==> src/rtl/roll_pwm_encoder.sv <==
// Roll-command to servo pulse encoder: one pulse per frame, width sampled at frame boundary.
// Optional ROLL_SLEW_EN limits per-frame width change to SLEW_CYCLES.
module roll_pwm_encoder #(
    parameter int FRAME_CYCLES  = 1300000,
    parameter int CENTER_CYCLES = 97500,
    parameter int STEP_CYCLES   = 3250,
    parameter int MIN_CYCLES    = 65000,
    parameter int MAX_CYCLES    = 130000,
    parameter int SLEW_CYCLES   = 3250
) (
    input  logic        clock,
    input  logic        reset,
    input  logic [3:0]  roll_mag,
    input  logic [1:0]  direction,
    input  logic        arm,
    output logic        pwm_out,
    output logic        frame_start,
    output logic [16:0] pulse_cycles
);

    if (FRAME_CYCLES < 2 || FRAME_CYCLES > 2097151 || MIN_CYCLES > CENTER_CYCLES ||
        CENTER_CYCLES > MAX_CYCLES || MAX_CYCLES >= FRAME_CYCLES || SLEW_CYCLES < 0) begin : g_param_check
        $error("roll_pwm_encoder: illegal parameter set");
    end

    localparam logic [20:0]        FC_LAST  = 21'(FRAME_CYCLES - 1);
    localparam logic signed [21:0] CENTER_S = 22'(CENTER_CYCLES);
    localparam logic signed [21:0] STEP_S   = 22'(STEP_CYCLES);
    localparam logic signed [21:0] MIN_S    = 22'(MIN_CYCLES);
    localparam logic signed [21:0] MAX_S    = 22'(MAX_CYCLES);

    logic [20:0]        fc;
    logic signed [21:0] mag_s;
    logic signed [21:0] offset;
    logic signed [21:0] tgt_raw;
    logic signed [21:0] tgt;
    logic [16:0]        next_pulse;

    assign mag_s  = $signed(22'(roll_mag));
    assign offset = mag_s * STEP_S;

    // Signed 22-bit math so CENTER - 15*STEP cannot wrap before the clamp.
    always_comb begin
        tgt_raw = CENTER_S;
        if (arm && roll_mag != 4'd0) begin
            case (direction)
                2'b01:   tgt_raw = CENTER_S + offset;
                2'b10:   tgt_raw = CENTER_S - offset;
                default: tgt_raw = CENTER_S;
            endcase
        end
        if (tgt_raw < MIN_S)      tgt = MIN_S;
        else if (tgt_raw > MAX_S) tgt = MAX_S;
        else                      tgt = tgt_raw;
    end

`ifdef ROLL_SLEW_EN
    localparam logic signed [21:0] SLEW_S = 22'(SLEW_CYCLES);

    logic signed [21:0] cur_s;
    logic signed [21:0] diff;

    assign cur_s = $signed({5'b0, pulse_cycles});
    assign diff  = tgt - cur_s;

    // Disarm snaps straight to neutral; otherwise step toward target without overshoot.
    always_comb begin
        next_pulse = 17'(tgt);
        if (!arm)                next_pulse = 17'(CENTER_CYCLES);
        else if (diff > SLEW_S)  next_pulse = 17'(cur_s + SLEW_S);
        else if (diff < -SLEW_S) next_pulse = 17'(cur_s - SLEW_S);
    end
`else
    assign next_pulse = 17'(tgt);
`endif

    always_ff @(posedge clock) begin
        if (reset) begin
            fc           <= '0;
            pwm_out      <= 1'b0;
            frame_start  <= 1'b0;
            pulse_cycles <= 17'(CENTER_CYCLES);
        end else begin
            frame_start <= (fc == '0);
            pwm_out     <= (fc < {4'b0, pulse_cycles});
            if (fc == FC_LAST) begin
                fc           <= '0;
                pulse_cycles <= next_pulse;
            end else begin
                fc <= fc + 21'd1;
            end
        end
    end

endmodule

==> config.mk <==
export PLATFORM = sky130hd
export DESIGN_NAME = roll_pwm_encoder
export DESIGN_NICKNAME = d
export VERILOG_FILES = /design/src/rtl/roll_pwm_encoder.sv
export SDC_FILE = /design/constraint.sdc
export NUM_CORES = 1
export LEC_CHECK = 0
export ABC_AREA = 0
export CAP_MARGIN = 20
export CORE_MARGIN = 3
export CORE_UTILIZATION = 35
export CTS_BUF_LIST = sky130_fd_sc_hd__clkbuf_4
export DETAILED_ROUTE_END_ITERATION = 8
export PLACE_DENSITY = 0.6
export SYNTH_ARGS = -nofsm -noshare
export SYNTH_HDL_FRONTEND = slang
export SYNTH_SLANG_ARGS = --single-unit
==> constraint.sdc <==
create_clock -name clock -period 5.4 [get_ports clock]
set_input_delay 0.54 -clock clock [delete_from_list [all_inputs] [get_ports clock]]
set_output_delay 0.54 -clock clock [all_outputs]
set_load 0.01 [all_outputs]
Word-level counts from Yosys, hierarchy flattened. Index checks and enable logic that the tools add are counted.

Register bits after elaboration: 40. Word-level logic and storage cells: 22. Output and inout bits: 19.

Equal/unequal tests: 3. $add $sub $neg: 3. Reductions and logical operators: 4. Multipliers: 1. Multiplexer cells: 4. Magnitude comparators: 3.

Operators by type and width (number): $pmux 22 s2 (1); $mux 17 (2); $gt 22x18->1 const B (1); $lt 22x17->1 const B (1); $mux 22 (1); $add 21x1->21 const B (1); $eq 21x21->1 const B (1); $logic_not 21->1 (1); $lt 21x17->1 (1); $add 17x16->18 const A (1); $sub 17x16->18 const A (1); $mul 4x11->15 const B (1); $reduce_bool 4->1 (1); $eq 2x1->1 const B (1); $eq 2x2->1 const B (1); $reduce_or 2->1 (1); $logic_and 1x1->1 (1).

Depth between registers and ports, before layout.
Depth after elaboration: 7. Gate-level depth with buffers: 15. Gate-level depth less buffers: 15.

Worst setup path before layout. OpenSTA, ideal clock, no wires.

Path kind: input to register. From: input port roll_mag[2]. To: register pulse_cycles[12]. Stages: 14. Setup time: 146 ps. Slack: 1160 ps. Arrival: 4094 ps. Cell sequence: inv_1 > ha_1 > fa_1 > ha_1 > and3_1 > a2111oi_1 > a31oi_1 > o22a_1 > o311a_1 > or4_4 > a21boi_4 > a31oi_4 > nor4b_2 > a22oi_1.

Longest elaborated chain between the ends: 7. Elaborated cells on any way between the ends: 11. Those cells by class: 2 x add/sub; 1 x mul; 2 x order compare; 4 x mux; 2 x reduce/logical.

RTL lines: start, declared (RTL line 13) `input logic [3:0] roll_mag,`; $mul 4x11->15 (RTL line 40) `assign offset = mag_s * STEP_S;`; $sub 17x16->18 or $add 17x16->18 (tied branches) (RTL line 48, 47); $pmux 22 s2 (RTL line 46) `case (direction)`; $mux 22 * (RTL line 45) `if (arm && roll_mag != 4'd0) begin`; $gt 22x18->1 (RTL line 53) `else if (tgt_raw > MAX_S) tgt = MAX_S;`; $mux 17 (RTL line 53); $mux 17 * (RTL line 52) `if (tgt_raw < MIN_S) tgt = MIN_S;`; end signal, assigned (RTL line 82) `pulse_cycles <= 17'(CENTER_CYCLES);`; end signal, assigned (RTL line 88) `pulse_cycles <= next_pulse;`; end, declared (RTL line 18) `output logic [16:0] pulse_cycles`.

Mark *: on every way between the ends. The rest lies on a longest branch, timed or not. A chain may end at the register's enable or synchronous reset.

Final worst setup path.
From: input port roll_mag[0]. To: register pulse_cycles[12].

Same word-level chain as after synthesis.

==> run summary <==
GR Util met3 - 0.0275
postcts setup bufs - 0
Final Hold Vio Count - 0
switching share of total power - 0.398
num rows - 36
first-pass iteration count of the detailed router - 5
residual DRC count - 0
share of cells above drive strength 1 - 0.0674
most common cell in the netlist - nor2_1
die width - 108 µm
internal power - 0.479 mW
Worst Path Required - 5.60 ns
status - completed
top post-synthesis cells by count - nor2_1, dfxtp_1, ha_1
Crit. Startpoint - roll_mag[0]
critical path cell sequence - clkdlybuf4s50_1, inv_1, ha_1, ha_1, inv_1, fa_1, and4b_1, a211oi_2, o311ai_0, a221oi_1, a21oi_1, o31ai_1, a21boi_1, a31oi_2, nor4b_2, a22oi_1
Clock power frac - 0.188
Post-Syn Area per Cell - 8.12 µm²
routed len/inst - 16.3 µm
CTS hold repair buffers - 0
max-cap violations - 0
Placed Area - 4050 µm²
HP Start - fc[0]
top-area cell type share of the netlist area - 0.213
initial antenna violation count - 0
utilization after layout - 0.413
ANT nets after route - 0
# port buffers - 26
Post-Route Skew - 0.0115 ns
Post-synth EDFFs - 0
Slowest-stage cell, CP - o311ai_0
die area - 11700 µm²
TritonCTS clock tree - yes
final period utilization - 0.921
synth warn - 0
WL final - 9900 µm
GPL Wtd Cong - 0.857
unrepaired setup endpoints after global routing - false
Slew headroom - 0.391
worst-case hold slack - 0.481 ns
grt total ovfl - 0
Syn Inst Count - 451
Setup violations, final - 0
Crit Path Class - input port to flip-flop
Crit path arrival time - 5.17 ns
synthesis-to-finish area growth - 12.1%
area of the core - 9950 µm²
Max FO, Critical Path - 9
global-route wire length before repair - 16500 µm
1st-iter DRT viols - 307
Most Crowded Layer GR - met2
Worst Reg-to-Reg Cells - 7
maximum buffer depth of the clock tree - 2
Peak VDD IR - 0.0613 mV
cts bufs inserted - 5
grt met2 use - 0.262
nets@finish - 523
cell area after synthesis - 3660 µm²
IO Pins - 28
Final Cell Area - 4110 µm²
r2r startpoint - fc[1]
Comb power frac - 0.444
Netlist cell types - 80
Leak - 1.77 nW
worst hold stages - 1
H-Tree Depth - 2
DPL Wire Length - 7650 µm
setup_tns - 0 ns
Area contributors post-synth - dfxtp_1, ha_1, nor2_1
Peak Freq - 0.201 GHz
Net Switching - 0.317 mW
PwrDens - 194 nW/µm²
Yosys reg bits - 39
Crit. End Element - flip-flop
largest net degree at the start of global routing - 22
clock root buffer - clkbuf_4
Initial Util - 0.368
Clock Sinks - 39
Via density - 5.66
Final Max Slew Viols - 0
Slew @ Worst Pin - 0.909 ns
vias in the first global route - 3330
Total GRT Usage - 0.173
minimum clock period - 4.98 ns
chip height - 108 µm
Seq/Total Area, Yosys - 0.213
syn_nets - 500
via count - 3444
Post-synth top flop - dfxtp_1
sequential share of power - 0.368
fraction of registers with async set/reset - 0
post-CTS sizing - 0
n_diodes - 0
HP Class - flip-flop to flip-flop
clock transition at the registers of the reported paths - 0.12 ns
GR Layer Usage met1 - 0.256
Clk Latency, worst-skew pair - 0.35 ns
leading area contributor after synthesis - dfxtp_1
CP Launch Type - input port
total power - 0.797 mW
crit-path max cell delay - 0.67 ns
==> worst max-delay path: cells and delay by family <==
family                     cells  cell delay, ns
AOI/OAI and AO/OA              8            2.10
and+or+nand+nor                2            0.67
buffers and inverters          3            0.79
adders and majority gates      3            1.07
==> metal layers <==
| metal | wire length (µm) | part of all wire | up-vias |
|---|---|---|---|
| li1 | - | - | 1709 |
| met1 | 5080 | 0.51 | 1635 |
| met2 | 4220 | 0.43 | 86 |
| met3 | 464 | 0.047 | 14 |
| met4 | 136 | 0.014 | 0 |
| met5 | 0 | 0 | - |
==> layout make-up <==
cell class | count | area (µm²)
Tap cell | 133 | 166
Timing Repair Buffer | 32 | 305
Inverter | 35 | 131
Fill cell | 1037 | 5850
Clock inverter | 2 | 7.51
Multi-Input combinational cell | 361 | 2670
Sequential cell | 39 | 781
Clock buffer | 6 | 45.0
==> registers in the layout, summed over array words and instances (netlist names) <==
signal and count:
frame_start 1, fc 21, pwm_out 1, pulse_cycles 16
==> placed cells by master, fill, tap and decap left out, drive strengths merged, types with 3 or more instances in the layout <==
cell type / netlist / final
o22ai: 5 / 5
nor3: 19 / 19
o21ai: 12 / 12
a31oi: 14 / 14
xor2: 17 / 17
a2111oi: 3 / 3
nand2: 24 / 24
nor4b: 4 / 4
a22oi: 4 / 4
a211oi: 6 / 6
nand3b: 3 / 3
a211o: 3 / 3
nand2b: 11 / 11
nor2b: 3 / 3
dfxtp: 39 / 39
a2bb2oi: 3 / 3
xnor2: 13 / 13
a21o: 12 / 12
inv: 34 / 34
nor4: 9 / 9
or4: 3 / 3
nor2: 47 / 47
nand4: 7 / 7
o221ai: 5 / 5
ha: 38 / 38
and2: 4 / 4
and3: 9 / 9
o211ai: 3 / 3
nand3: 15 / 15
nand4b: 3 / 3
a21boi: 4 / 4
clkbuf: 10 / 6
clkinv: 1 / 3
mux2i: 4 / 4
a21oi: 20 / 20
clkdlybuf4s50: 0 / 26
buf: 6 / 6
==> cells by family (layout without fill, tap and decap cells) <==
kind of cell	Yosys count	in the layout	share of synthesized area
muxes	4	4	0.0109
DFF	39	39	0.213
buffers and inverters	51	75	0.0581
adders and majority gates	40	40	0.141
other	1	1	0.00102
xor gates and xnor gates	30	30	0.0758
and+or+nand+nor	167	167	0.246
AOI/OAI and AO/OA	119	119	0.254
==> power groups by stage <==
stage	combinational [mW]	sequential, mW	clock, mW
6_report	0.354	0.294	0.150
5_1_grt	0.389	0.294	0.165
4_1_cts	0.347	0.294	0.153
3_5_place_dp	0.346	0.300	0
3_3_place_gp	0.342	0.300	0
2_1_floorplan	0.269	0.300	0
==> through the flow <==
step,cells,setup WS [ns]
5_1_grt,608,0.135
3_3_place_gp,600,0.311
4_1_cts,608,0.526
6_report,608,0.425
3_5_place_dp,600,0.174
2_1_floorplan,451,1.16
==> path summary, 6_finish.rpt <==
| check | end | slack, ns |
|---|---|---|
| max reg2reg | pulse_cycles[6] | 2.92 |
| min reg2reg | fc[0] | 0.48 |
| min | fc[0] | 0.48 |
| max | pulse_cycles[12] | 0.42 |
Power figures use the tool's default switching activity.
